[config.mk]
export PLATFORM = sky130hd
export DESIGN_NAME = max_tree_service
export DESIGN_NICKNAME = d
export VERILOG_FILES = /design/src/rtl/max_tree_service.sv
export SDC_FILE = /design/constraint.sdc
export NUM_CORES = 1
export LEC_CHECK = 0
export ABC_AREA = 1
export BUFFER_PORTS_ARGS = -buffer_cell sky130_fd_sc_hd__buf_2
export CORE_MARGIN = 1
export CORE_UTILIZATION = 58
export DETAILED_ROUTE_END_ITERATION = 10
export PLACE_DENSITY = 0.92
export SYNTH_ARGS = -nofsm -noshare
export SYNTH_HDL_FRONTEND = slang
export SYNTH_SLANG_ARGS = --single-unit
[constraint.sdc]
create_clock -name aclk -period 2.3 [get_ports aclk]
set_input_delay 0.115 -clock aclk [delete_from_list [all_inputs] [get_ports aclk]]
set_output_delay 0.115 -clock aclk [all_outputs]
set_load 0.01 [all_outputs]
[src/rtl/max_tree_service.sv]
// rtl/max_tree_service.sv - pipelined N-term max / max* tree with index and output saturation; optional max* correction under MAX_TREE_SERVICE_MAX_STAR_CORR_EN
module max_tree_service #(
    parameter int                   DWIDTH    = 16,
    parameter int                   NUM_TERMS = 4,
    parameter logic [NUM_TERMS-1:0] OPP_MASK  = '0,
    parameter int                   CORR_THR  = 2,
    parameter int                   CORR_VAL  = 1,
    localparam int                  IDXW      = ($clog2(NUM_TERMS) > 0) ? $clog2(NUM_TERMS) : 1
) (
    input  logic                              aclk,
    input  logic                              aresetn,
    input  logic                              i_valid,
    input  logic [2*NUM_TERMS*DWIDTH-1:0]     i_args,
    output logic                              o_valid,
    output logic [DWIDTH-1:0]                 o_max_result,
    output logic [IDXW-1:0]                   o_max_idx
);

    localparam int LOG2N = $clog2(NUM_TERMS);
    // Two guard bits: a sum/difference of two DWIDTH values never wraps.
    localparam int IW    = DWIDTH + 2;
    // Tree nodes: leaves 0..N-1, then each level packed after the previous one;
    // node N+j has children 2j and 2j+1, the root is node NN-1.
    localparam int NN    = 2 * NUM_TERMS - 1;

    localparam logic signed [IW-1:0] SAT_MAX = {3'b000, {(DWIDTH-1){1'b1}}};
    localparam logic signed [IW-1:0] SAT_MIN = {3'b111, {(DWIDTH-1){1'b0}}};

`ifdef MAX_TREE_SERVICE_MAX_STAR_CORR_EN
    localparam logic signed [IW:0]   THR_POS = CORR_THR[IW:0];
    localparam logic signed [IW:0]   THR_NEG = -THR_POS;
    localparam logic signed [IW-1:0] VAL_W   = CORR_VAL[IW-1:0];
`endif

    logic [LOG2N:0]          vld;
    logic signed [IW-1:0]    term_val [0:NUM_TERMS-1];
    logic signed [IW-1:0]    node_val [0:NN-2];
    logic [IDXW-1:0]         node_idx [0:NN-2];
    logic signed [IW-1:0]    win_val  [0:NN-1];
    logic [IDXW-1:0]         win_idx  [0:NN-1];
    logic [DWIDTH-1:0]       root_sat;

    // First node id of a tree level (level 0 = leaves).
    function automatic int lvl_base(input int lvl);
        return 2 * NUM_TERMS - ((2 * NUM_TERMS) >> lvl);
    endfunction

    function automatic logic [IW-1:0] sext(input logic [DWIDTH-1:0] v);
        return {{2{v[DWIDTH-1]}}, v};
    endfunction

    // Valid shift register: one bit per pipeline register, no stalls.
    always_ff @(posedge aclk or negedge aresetn) begin
        if (!aresetn) begin
            vld <= '0;
        end else begin
            vld <= {vld[LOG2N-1:0], i_valid};
        end
    end

    assign o_valid = vld[LOG2N];

    // Per-term a +/- b at full internal width, operation selected by OPP_MASK.
    always_comb begin
        for (int k = 0; k < NUM_TERMS; k++) begin
            if (OPP_MASK[k]) begin
                term_val[k] = sext(i_args[(2*k)*DWIDTH +: DWIDTH]) - sext(i_args[(2*k+1)*DWIDTH +: DWIDTH]);
            end else begin
                term_val[k] = sext(i_args[(2*k)*DWIDTH +: DWIDTH]) + sext(i_args[(2*k+1)*DWIDTH +: DWIDTH]);
            end
        end
    end

    // Pairwise compare of every tree level; strict '>' sends ties to the right (higher index).
    always_comb begin
        int l;
        int n;
        logic signed [IW:0] diff;
        l    = 0;
        n    = 0;
        diff = '0;
        for (int m = 0; m < NN; m++) begin
            win_val[m] = '0;
            win_idx[m] = '0;
        end
        for (int lvl = 1; lvl <= LOG2N; lvl++) begin
            for (int i = 0; i < (NUM_TERMS >> lvl); i++) begin
                l = lvl_base(lvl - 1) + 2 * i;
                n = lvl_base(lvl) + i;
                if (node_val[l] > node_val[l+1]) begin
                    win_val[n] = node_val[l];
                    win_idx[n] = node_idx[l];
                end else begin
                    win_val[n] = node_val[l+1];
                    win_idx[n] = node_idx[l+1];
                end
`ifdef MAX_TREE_SERVICE_MAX_STAR_CORR_EN
                diff = {node_val[l][IW-1], node_val[l]} - {node_val[l+1][IW-1], node_val[l+1]};
                if ((diff < THR_POS) && (diff > THR_NEG)) begin
                    win_val[n] = win_val[n] + VAL_W;
                end
`endif
            end
        end
    end

    // Clamp the root winner into the DWIDTH signed range.
    always_comb begin
        if (win_val[NN-1] > SAT_MAX) begin
            root_sat = SAT_MAX[DWIDTH-1:0];
        end else if (win_val[NN-1] < SAT_MIN) begin
            root_sat = SAT_MIN[DWIDTH-1:0];
        end else begin
            root_sat = win_val[NN-1][DWIDTH-1:0];
        end
    end

    // Pipeline data registers: each level loads only when its incoming valid is set.
    always_ff @(posedge aclk or negedge aresetn) begin
        if (!aresetn) begin
            for (int m = 0; m < NN - 1; m++) begin
                node_val[m] <= '0;
                node_idx[m] <= '0;
            end
            o_max_result <= '0;
            o_max_idx    <= '0;
        end else begin
            if (i_valid) begin
                for (int k = 0; k < NUM_TERMS; k++) begin
                    node_val[k] <= term_val[k];
                    node_idx[k] <= IDXW'(k);
                end
            end
            for (int lvl = 1; lvl < LOG2N; lvl++) begin
                if (vld[lvl-1]) begin
                    for (int i = 0; i < (NUM_TERMS >> lvl); i++) begin
                        node_val[lvl_base(lvl) + i] <= win_val[lvl_base(lvl) + i];
                        node_idx[lvl_base(lvl) + i] <= win_idx[lvl_base(lvl) + i];
                    end
                end
            end
            if (vld[LOG2N-1]) begin
                o_max_result <= root_sat;
                o_max_idx    <= win_idx[NN-1];
            end
        end
    end

endmodule

==> out/metrics.cfg <==
[critical_path]
end_kind=flip-flop
crit_family=simple AND/OR/NAND/NOR gates
cp_max_fo=7
r2r-start=node_val[26]
crit_cells=16
worstReg2RegEnd=o_max_result[8]
crit_slowest_cell=dfrtp_1
cp_common_cell=nand2_4
reg2reg_depth=16
startpoint=node_val[26]
critPathBufInv=1
crit_type=reg -> reg
required_ns=2.67
r2r_slack_ns=-0.16
cpPeakStageDelay_ns=0.50
crit_path_cell_trace=ha_4, nand2_4, nor2_4, nand3_2, nor2_4, nor2_4, nand2_1, nand2_2, nand2_4, nand2_8, nand2_4, nand2_4, a21oi_4, clkbuf_16, nand2_4, nand2_2
cp-start-kind=flip-flop
worst_ep_arrival_time_ns=2.83

[job]
drv_cap=0

[global_routing]
grtUsageTotal_pct=30.9
grt_pass1_vias=9129
grt_max_degree=82
grt_pass1_wl_um=43300
grt_overflow_total=0
antenna_found_initial=0

[clock_tree]
cts_buffers=17
clk_pin_slew_ns=0.06
cts.htree.levels=4
clock_latency_ns=0.43
clk_path_buf_depth=2
clkSinkCount=127
root_buffer=clkbuf_16
cts_tree=built

[place]
pre_cts_ws_ns=-0.141
placed_cells=1711
dpl-instance-area_mm2=0.0108
portBuffers=149
place.gp.congestion=0.936
dp_hpwl_um=19300

[sta]
finClkSkew_ns=0.00729
fmax_mhz=406
slew_headroom_pct=46.6
post-route-period-util_pct=107
rsz0062_at_grt=yes
setup_tns_ns=-2.12
hold_violations=0
finalMaxSlewViolations=0
fin_ws_ns=-0.162
setup_violations=15
holdWs_ns=0.0115
min_period_ns=2.46
worst_pin_slew_ns=0.801

[power_and_ir_drop]
swShare_pct=42.3
p_int_mw=7.84
power_frac_seq_pct=24.7
switchingPower_mw=5.75
pwr-share-comb_pct=52.0
p_leak_nw=6.52
ir_drop_mv=0.705
power_density_mw_per_mm2=1120
clkPwrFrac_pct=23.3

[outcome]
status=complete, but fails checks
violations=setup timing

[yosys]
postSynthNetCount=1598
synth_ff_type=dfrtp_1
ys_types=39
ys_ff_latch=127
synth_edf_count=0
syn_inst=1348
async_flop_share_pct=100
yosys_warnings=0
yosys.area.top_type_share_pct=32.8
avgSynthCellArea_um2=7.19
yosys-top-cells-area=dfrtp_1 33%, ha_1 15%, nand2_1 15%, inv_1 6.9%, nand3_1 6.5%
yosysTopAreaCell=dfrtp_1
syn_area_mm2=0.00969
ys_seq_area_share_pct=32.8

[drt]
finalWirelength_um=28800
vias=10100
vias_per_cell=5.77
drc_errors=0
drt-initial-drc-count=981
antenna_left=0
avgRoutedWirePerCell_um=16.4
drt-pass1-iter-count=5

[floorplanning]
fp.dieW_um=131
start_util_pct=60.1
rows=46
coreArea_mm2=0.0161
io_pins=150
dieArea_mm2=0.0172
die_h_um=131

[worst_hold_path]
min-delay-path-class=in -> reg
min_from=i_args[16]
whs_path_depth=4
hold_end=node_val[90]

[layout]
fin_area_mm2=0.0121
nets=1781
diodes=0
finalNonFillerCells=1760
drive_above_1_share_pct=22.3
area_growth_pct=25.2

-- routing by layer --
layer  part of all wire (%)  vias up  track usage (%)
met2                     47      600             50.7
met5                      0        -                0
met1                     40     4626             41.4
li1                       -     4811                -
met4                    3.8        0             10.1
met3                    9.4      111             5.25
-- cell type report --
type	count	area [um2]
Multi-Input combinational cell	1005	6080
Fill cell	1125	3990
Sequential cell	127	3180
Timing Repair Buffer	201	1230
Inverter	179	672
Clock buffer	20	447
Tap cell	216	270
Clock inverter	12	238
-- synthesized netlist by cell type, types with 2 or more instances --
cell	number
o21ai_1	6
xor2_1	10
xnor2_1	9
or2_2	16
nor2_1	52
ha_1	115
nand3_1	125
a31oi_1	7
nand2_1	381
nand2b_1	3
nor3_1	6
buf_2	4
nor2_2	3
fa_1	4
o21ai_0	117
buf_1	2
nand4_1	8
a21oi_1	90
o22ai_1	8
o31ai_1	5
nand2_4	3
nor4_1	3
o21bai_1	5
inv_1	179
clkbuf_1	27
dfrtp_1	127
nand2_2	11
buf_6	3
a21boi_0	5
a21o_1	5
-- timing repair --
item,CTS,global route
buffers inserted,0,13
hold buffers,1,0
resized for setup,5,99
endpoints found under the setup margin,4,33
gates cloned,0,3
pin swaps,0,22
hold endpoints to repair,39,0
-- worst min-delay path: cells and delay by family --
kind            cells  cell delay (ns)
compound gates      1             0.06
fa+ha+maj           1             0.11
buf+inv             1             0.08
simple gates        1             0.04
-- state kept, by name, indices dropped and copies added (netlist names) --
signal and count:
o_max_idx 2, vld 3, node_idx 4, o_max_result 16, node_val 102
-- layout by cell type, fill, tap and decap left out, types with 10 or more instances in the layout --
cell type / Yosys / layout
nand2_1: 381 / 353
nor2_1: 52 / 49
nand2_4: 3 / 11
clkbuf_16: 0 / 20
ha_1: 115 / 101
xor2_1: 10 / 10
inv_1: 179 / 165
nand3_1: 125 / 122
ha_4: 0 / 14
buf_4: 1 / 46
or2_2: 16 / 16
o21ai_0: 117 / 109
buf_2: 4 / 148
dfrtp_1: 127 / 123
inv_2: 0 / 14
nand2_2: 11 / 30
a21oi_1: 90 / 89
-- worst max path at each step --
stage	slack, ns	to
global placement	-0.06	o_max_result[9]
CTS	0.006	o_max_result[6]
detailed placement	-0.14	o_max_result[9]
global route	-0.22	o_max_result[8]
finish	-0.16	o_max_result[8]
floorplan	0.28	o_max_result[1]
-- kinds of logic (layout without fill, tap and decap cells) --
| logic type | after synthesis | after routing | share of synthesized area (%) |
|---|---|---|---|
| compound gates | 254 | 254 | 14.1 |
| xor+xnor | 19 | 19 | 1.72 |
| fa+ha+maj | 119 | 119 | 15.7 |
| buf+inv | 216 | 412 | 8.69 |
| flops | 127 | 127 | 32.8 |
| simple gates | 613 | 613 | 27.0 |
-- metrics by stage --
stage	total power [mW]	util, %
after floorplan	6.83	-
after global placement	8.18	67.2
after detailed placement	8.38	67.2
after CTS	11.6	71.6
after global routing	14.3	75.2
final	13.6	75.2
-- power groups by stage --
stage	clock [mW]	sequential (mW)	combinational (mW)
after CTS	3.16	3.24	5.24
after detailed placement	0	3.26	5.12
final	3.16	3.35	7.07
after global placement	0	3.22	4.96
after global routing	3.27	3.41	7.66
after floorplan	0	3.24	3.59
Power figures use the tool's default switching activity.
